**src/rtl/sr_latch_driver.sv**
```systemverilog
// Registered active-low S_n/R_n pulse driver for a cross-coupled NAND SR latch.
// Optional latch feedback check is built when SR_DRV_VERIFY_EN is defined.
module sr_latch_driver #(
  parameter int unsigned PULSE_W = 4,
  parameter int unsigned GAP_W   = 2
) (
  input  logic clk,
  input  logic rst,
  input  logic set_req,
  input  logic clr_req,
  output logic ready,
  output logic done,
  output logic conflict,
  output logic S_n,
  output logic R_n,
  input  logic q_fb,
  input  logic p_fb,
  output logic fault
);

  localparam int unsigned CntMax = (PULSE_W > GAP_W) ? PULSE_W : GAP_W;
  localparam int unsigned CntW   = $clog2(CntMax + 1);

  localparam logic [CntW-1:0] PulseLoad = CntW'(PULSE_W);
  localparam logic [CntW-1:0] GapLoad   = CntW'(GAP_W);
  localparam logic [CntW-1:0] CntOne    = CntW'(1);

  localparam logic [1:0] StIdle   = 2'd0;
  localparam logic [1:0] StPulseS = 2'd1;
  localparam logic [1:0] StPulseR = 2'd2;
  localparam logic [1:0] StGap    = 2'd3;

  logic [1:0]      state_q, state_d;
  logic [CntW-1:0] cnt_q, cnt_d;
  logic            s_n_q, s_n_d;
  logic            r_n_q, r_n_d;
  logic            done_q, done_d;
  logic            conflict_q, conflict_d;

  // Latch drive levels are computed for the state being entered, so S_n/R_n
  // come straight from flops and line up with the state register.
  always_comb begin
    state_d    = state_q;
    cnt_d      = cnt_q;
    s_n_d      = 1'b1;
    r_n_d      = 1'b1;
    done_d     = 1'b0;
    conflict_d = 1'b0;
    case (state_q)
      StIdle: begin
        if (set_req && !clr_req) begin
          state_d = StPulseS;
          cnt_d   = PulseLoad;
          s_n_d   = 1'b0;
        end else if (clr_req && !set_req) begin
          state_d = StPulseR;
          cnt_d   = PulseLoad;
          r_n_d   = 1'b0;
        end else if (set_req && clr_req) begin
          conflict_d = 1'b1;
        end
      end
      StPulseS: begin
        if (cnt_q == CntOne) begin
          state_d = StGap;
          cnt_d   = GapLoad;
        end else begin
          cnt_d = cnt_q - CntOne;
          s_n_d = 1'b0;
        end
      end
      StPulseR: begin
        if (cnt_q == CntOne) begin
          state_d = StGap;
          cnt_d   = GapLoad;
        end else begin
          cnt_d = cnt_q - CntOne;
          r_n_d = 1'b0;
        end
      end
      StGap: begin
        if (cnt_q == CntOne) begin
          state_d = StIdle;
          done_d  = 1'b1;
        end else begin
          cnt_d = cnt_q - CntOne;
        end
      end
      default: state_d = StIdle;
    endcase
  end

  always_ff @(posedge clk) begin
    if (rst) begin
      state_q    <= StIdle;
      cnt_q      <= '0;
      s_n_q      <= 1'b1;
      r_n_q      <= 1'b1;
      done_q     <= 1'b0;
      conflict_q <= 1'b0;
    end else begin
      state_q    <= state_d;
      cnt_q      <= cnt_d;
      s_n_q      <= s_n_d;
      r_n_q      <= r_n_d;
      done_q     <= done_d;
      conflict_q <= conflict_d;
    end
  end

  assign ready    = (state_q == StIdle);
  assign done     = done_q;
  assign conflict = conflict_q;
  assign S_n      = s_n_q;
  assign R_n      = r_n_q;

`ifdef SR_DRV_VERIFY_EN
  logic last_set_q, last_set_d;
  logic fault_q, fault_d;
  logic fb_ok;

  // Feedback is judged on the final gap cycle, once the latch has settled.
  always_comb begin
    last_set_d = last_set_q;
    if (state_q == StIdle && (set_req != clr_req)) begin
      last_set_d = set_req;
    end
    fb_ok   = last_set_q ? (q_fb && !p_fb) : (!q_fb && p_fb);
    fault_d = fault_q;
    if (state_q == StGap && cnt_q == CntOne && !fb_ok) begin
      fault_d = 1'b1;
    end
  end

  always_ff @(posedge clk) begin
    if (rst) begin
      last_set_q <= 1'b0;
      fault_q    <= 1'b0;
    end else begin
      last_set_q <= last_set_d;
      fault_q    <= fault_d;
    end
  end

  assign fault = fault_q;
`else
  logic unused_fb;
  assign unused_fb = q_fb ^ p_fb;
  assign fault     = 1'b0;
`endif

endmodule

```
**config.mk**
```make
export PLATFORM = sky130hd
export DESIGN_NAME = sr_latch_driver
export DESIGN_NICKNAME = d
export VERILOG_FILES = /design/src/rtl/sr_latch_driver.sv
export SDC_FILE = /design/constraint.sdc
export NUM_CORES = 1
export LEC_CHECK = 0
export ABC_AREA = 1
export CAP_MARGIN = 20
export CELL_PAD_IN_SITES_DETAIL_PLACEMENT = 1
export CELL_PAD_IN_SITES_GLOBAL_PLACEMENT = 2
export CORE_MARGIN = 2
export CORE_UTILIZATION = 29
export DETAILED_ROUTE_END_ITERATION = 10
export PLACE_DENSITY = 0.86
export SLEW_MARGIN = 15
export SYNTH_ARGS = -nofsm -noshare
export SYNTH_HDL_FRONTEND = slang
export SYNTH_SLANG_ARGS = --single-unit
```
**constraint.sdc**
```tcl
create_clock -name clk -period 3.07 [get_ports clk]
set_input_delay 0.614 -clock clk [delete_from_list [all_inputs] [get_ports clk]]
set_output_delay 0.614 -clock clk [all_outputs]
set_load 0.01 [all_outputs]
```
==> summary.txt <==
Setup path
  • CP arrival: 1.68 ns
  • Crit end category: output port
  • Worst Path Max Fanout: 7
  • Crit path kind: flop to output port
  • Worst-case reg-to-reg path depth: 6
  • RR Endpoint: cnt_q[2]
  • Startpoint Class: flop
  • CP required: 2.46 ns
  • FF-to-FF setup slack: 1.59 ns
  • Worst reg2reg path startpoint: state_q[0]

Route
  • WL/cell: 10.6 um
  • Total routed wirelength: 1260 um
  • DRT antenna net count: 0
  • Vias/cell: 4.39
  • DRT Pass-1 Iters: 4
  • Via count: 523
  • Initial DRC Count: 2
  • DR DRC count: 0

Job
  • Maxcap violations: 0

Power and ir drop
  • P_int: 336 uW
  • Sw Ratio: 0.443
  • Gate power share: 0.564
  • Flop pwr share: 0.280
  • Tot Pwr: 602 uW
  • Clock share of power: 0.157
  • Sw power: 267 uW
  • P_leak: 0.000330 uW
  • VDD IR-drop max: 0.280 mV
  • Power per standard cell area: 808 nW/um^2

Synth
  • Syn Inst Count: 81
  • Warnings from Yosys: 0
  • Syn_nets: 98
  • Syn Area/Cell: 7.57 um^2
  • Yosys cell types: 17
  • FF+latch count, synth: 9
  • Seq/Total Area, Yosys: 0.294
  • Cell Area, Synth: 613 um^2

CTS
  • Skew-Pair Late Insertion Delay: 0.26 ns
  • TritonCTS Buffers: 3
  • Htree depth: 1
  • Clock Sinks: 9
  • Cts repair resizes: 0
  • Clk buf depth: 2
  • Postcts setup bufs: 0
  • # hold bufs at CTS: 0
  • Clk slew on worst S/H paths: 0.06 ns
  • Root buffer cell: clkbuf_4
  • CTS tree: yes

STA
  • Max Fclk: 436 MHz
  • Final Cycle Share: 0.746
  • Setup TNS: 0 ns
  • Final hold viol count: 0
  • Final critical-path required period: 2.29 ns
  • Setup Viol. Count Final: 0
  • Unrepaired setup endpoints after global routing: false
  • Max-slew violation count: 0
  • Layout Skew: 0.00201 ns

Place
  • Final Wtd Congestion: 0.780
  • Post-DP HPWL: 1020 um
  • IO buf count: 8

Final layout
  • Layout cells sized above 1: 0.0978
  • Area Growth Syn to Fin: 21.6%
  • Nets: 110
  • Most frequent cells in the layout: inv_1 (13), nor2_1 (13), nand2_1 (11), ha_1 (11), dfxtp_1 (9)
  • Final Core Density: 0.376
  • # diodes: 0

Floorplan
  • Core area: 1980 um^2
  • Height of the die: 50.0 um
  • Die area: 2500 um^2
  • Die width: 50.0 um
  • Row count: 16
  • Initial core utilization: 0.309
  • Top-Level Pins: 12

Global route
  • Total gr overflow: 0
  • Initial antenna violation count: 0
  • Vias in the first global route: 492
  • GRT Total Usage: 0.116
  • First-pass GRT wire length: 2180 um
  • Largest net degree at the start of global routing: 8

Hold path
  • Hold depth: 2
  • HP Start: cnt_q[0]
  • Hold Path Class: flop to flop
  • Min-Delay Endpoint: cnt_q[0]

Status
  • Status: completed
-- through the flow --
| stage | hold slack [ns] | setup WS (ns) | instance area [um^2] | cells |
|---|---|---|---|---|
| CTS | 0.522 | 0.771 | 746 | 119 |
| global placement | 0.490 | 1.04 | 719 | 115 |
| detailed placement | 0.513 | 0.980 | 719 | 115 |
| global route | 0.544 | 0.699 | 746 | 119 |
| finish | 0.515 | 0.779 | 746 | 119 |
| floorplan | 0.466 | 1.71 | 613 | 81 |
-- worst max path at each step --
stage,endpoint,slack (ns),start,depth (start not counted)
2_1_floorplan,cnt_q[0],1.71,clr_req,8
3_3_place_gp,cnt_q[1],1.04,clr_req,9
5_1_grt,ready,0.70,state_q[1],3
6_report,ready,0.78,state_q[0],3
4_1_cts,ready,0.77,state_q[0],3
3_5_place_dp,cnt_q[1],0.98,clr_req,9
-- worst max-delay path: stages, from the launching register on --
cell and delay (ns):
dfxtp_1 0.35, inv_1 0.11, ha_1 0.35, clkdlybuf4s50_1 0.60
-- cell families after synthesis --
group	after synthesis	synth area share
xor gates and xnor gates	1	0.0143
buffers and inverters	15	0.0980
AOI/OAI and AO/OA	13	0.120
DFF	9	0.294
and+or+nand+nor	31	0.243
other	1	0.00612
adders and majority gates	11	0.224
-- power groups by stage --
| stage | clock [uW] | sequential (uW) | combinational (uW) |
|---|---|---|---|
| 2_1_floorplan | 0 | 171 | 243 |
| 3_3_place_gp | 0 | 171 | 337 |
| 3_5_place_dp | 0 | 172 | 340 |
| 4_1_cts | 96.7 | 170 | 344 |
| 5_1_grt | 104 | 173 | 391 |
| 6_report | 94.5 | 168 | 340 |
-- final cells by class --
type | instances | area (um^2)
Timing Repair Buffer | 8 | 80.1
Sequential cell | 9 | 180
Multi-Input combinational cell | 57 | 373
Clock buffer | 4 | 26.3
Fill cell | 247 | 1240
Inverter | 14 | 52.6
Tap cell | 27 | 33.8
-- cell usage after synthesis --
cell type | n | area, um^2
nand3_4 | 1 | 17.5
dfxtp_1 | 9 | 180
nand2_2 | 1 | 6.26
inv_2 | 1 | 3.75
o21ai_2 | 1 | 8.76
o211ai_1 | 2 | 15.0
o21ai_0 | 4 | 20.0
conb_1 | 1 | 3.75
a21oi_1 | 6 | 30.0
xor2_1 | 1 | 8.76
nand3_1 | 3 | 15.0
nand2_1 | 11 | 41.3
nand3_2 | 2 | 20.0
ha_1 | 11 | 138
nor2_1 | 13 | 48.8
buf_4 | 1 | 7.51
inv_1 | 13 | 48.8
-- metal layers --
metal,track usage,wire length [um],up-vias
met2,0.178,547,13
met4,0.0278,7,0
met1,0.148,629,236
met3,0.0485,78,2
met5,0,0,-
li1,-,-,272
-- state kept, by name, summed over array words and instances (netlist names) --
name / flops
cnt_q: 3
state_q: 2
S_n: 1
R_n: 1
conflict: 1
done: 1
(Power assumes the default switching activity.)
==> RTL change: new RTL, same flow settings <==
`PULSE_W`: 4 -> 8.
--- a/src/rtl/sr_latch_driver.sv
+++ b/src/rtl/sr_latch_driver.sv
@@ -2,5 +2,5 @@
 // Optional latch feedback check is built when SR_DRV_VERIFY_EN is defined.
 module sr_latch_driver #(
-  parameter int unsigned PULSE_W = 4,
+  parameter int unsigned PULSE_W = 8,
   parameter int unsigned GAP_W   = 2
 ) (
Behaviour: not the same (a bounded check fails within 10 cycles, from zero or initial values and one cycle with rst high).
==> RTL change against the original RTL <==
- non-clock buffer count did not move
- worst setup slack improved by 0.063 ns
- die area up 4.5%
- total power is 18% higher
- fmax rose by 2.8%
- count of clock-buffer cells in the layout is the same
- wire length rose by 9.9%
- sequential cell count up 1
- area after synthesis rose by 4.9%
- register-to-register slack got worse by 0.08 ns
- final area increased by 5.5%
- clock power rose by 24%
- critical path type unchanged
- highest routed layer unchanged
==> RTL change: results <==
export IMPL_status="complete, no violations"
export IMPL_power_frac_seq_pct=27.5
export IMPL_antenna_cells=0
export IMPL_reg_largest_list="cnt_q (4), state_q (2)"
export IMPL_gp_congestion=0.763
export IMPL_ys_types=19
export IMPL_fill_cells=272
export IMPL_synth_nets=107
export IMPL_cts_resized_gates=0
export IMPL_synth_commonest_cells="17 x nand2_1, 15 x inv_1, 12 x nor2_1"
export IMPL_power_switching_mw=0.312
export IMPL_drt_iter0_drc=4
export IMPL_leakagePower_nw=0.376
export IMPL_num_vias=597
export IMPL_grt_pass1_vias=648
export IMPL_worstHoldPathCells=2
export IMPL_grt_pass1_wl_mm=2.69
export IMPL_p_clk_mw=0.117
export IMPL_arrival_ns=1.61
export IMPL_dp_hpwl_mm=1.15
export IMPL_drive_gt1_share_pct=6.86
export IMPL_dr_pass1_iters=4
export IMPL_wl_per_cell_um=10.7
export IMPL_regToRegSetupSlack_ns=1.51
export IMPL_dp_slack_ns=0.848
export IMPL_yosys_top_cells_area="dfxtp_1 31%, ha_1 19%, nand2_1 9.9%"
export IMPL_synth_compound_area_share_pct=12.8
export IMPL_yosys_area_share_adder_pct=19.5
export IMPL_post_cts_buffers=0
export IMPL_skew_ns=0.00393
export IMPL_synthXorXnorAreaFrac_pct=0
export IMPL_irDropWorstVdd_mv=0.361
export IMPL_min_period_ns=2.23
export IMPL_nets=119
export IMPL_clkTransAtPathRegs_ns=0.06
export IMPL_clk_latency_ns=0.26
export IMPL_yosysSeqAreaShare_pct=31.1
export IMPL_gr_usage_all_layers_pct=14.0
export IMPL_port_buffers=8
export IMPL_timing_rr_end="cnt_q[0]"
RTL change: cell types whose count changed after synthesis, sizes merged, moves of 2 or more:
cell   delta
o21ai     -2
inv       +2
nand2     +5
a21oi     +2
RTL change: tightest hold or removal path, cell delays in order (launching register included):
cell	delay, ns
dfxtp_1	0.33
nor2_1	0.10
nor2_1	0.04
RTL change: worst max path at each step:
| stage | startpoint | end | cells past startpoint |
|---|---|---|---|
| floorplan | set_req | cnt_q[0] | 7 |
| global placement | set_req | cnt_q[1] | 8 |
| detailed placement | set_req | cnt_q[1] | 8 |
| CTS | state_q[1] | ready | 3 |
| global route | state_q[0] | ready | 3 |
| finish | state_q[1] | ready | 3 |
RTL change: through the flow:
step / total power, mW / std cells / instance area [um^2] / hold slack (ns)
final: 0.713 / 130 / 787 / 0.512
after global routing: 0.803 / 130 / 787 / 0.557
after CTS: 0.728 / 130 / 787 / 0.517
after detailed placement: 0.605 / 126 / 751 / 0.505
after global placement: 0.592 / 126 / 751 / 0.490
after floorplan: 0.484 / 91 / 643 / 0.466
RTL change: layer usage:
| layer | track usage (%) | vias up | wire, um |
|---|---|---|---|
| met1 | 17.3 | 281 | 662 |
| met2 | 23.2 | 5 | 679 |
| met4 | 5.41 | 0 | 7 |
| met3 | 3.51 | 2 | 37 |
| li1 | - | 309 | - |
| met5 | 0 | - | 0 |
RTL change: area by class of cell:
cell class / instances / share of cell area (%)
inverter: 16 / 7.63
timing repair buffer: 8 / 10.2
sequential: 10 / 25.4
multi-input combinational: 64 / 47.7
tap: 28 / 4.45
clock buffer: 4 / 4.61
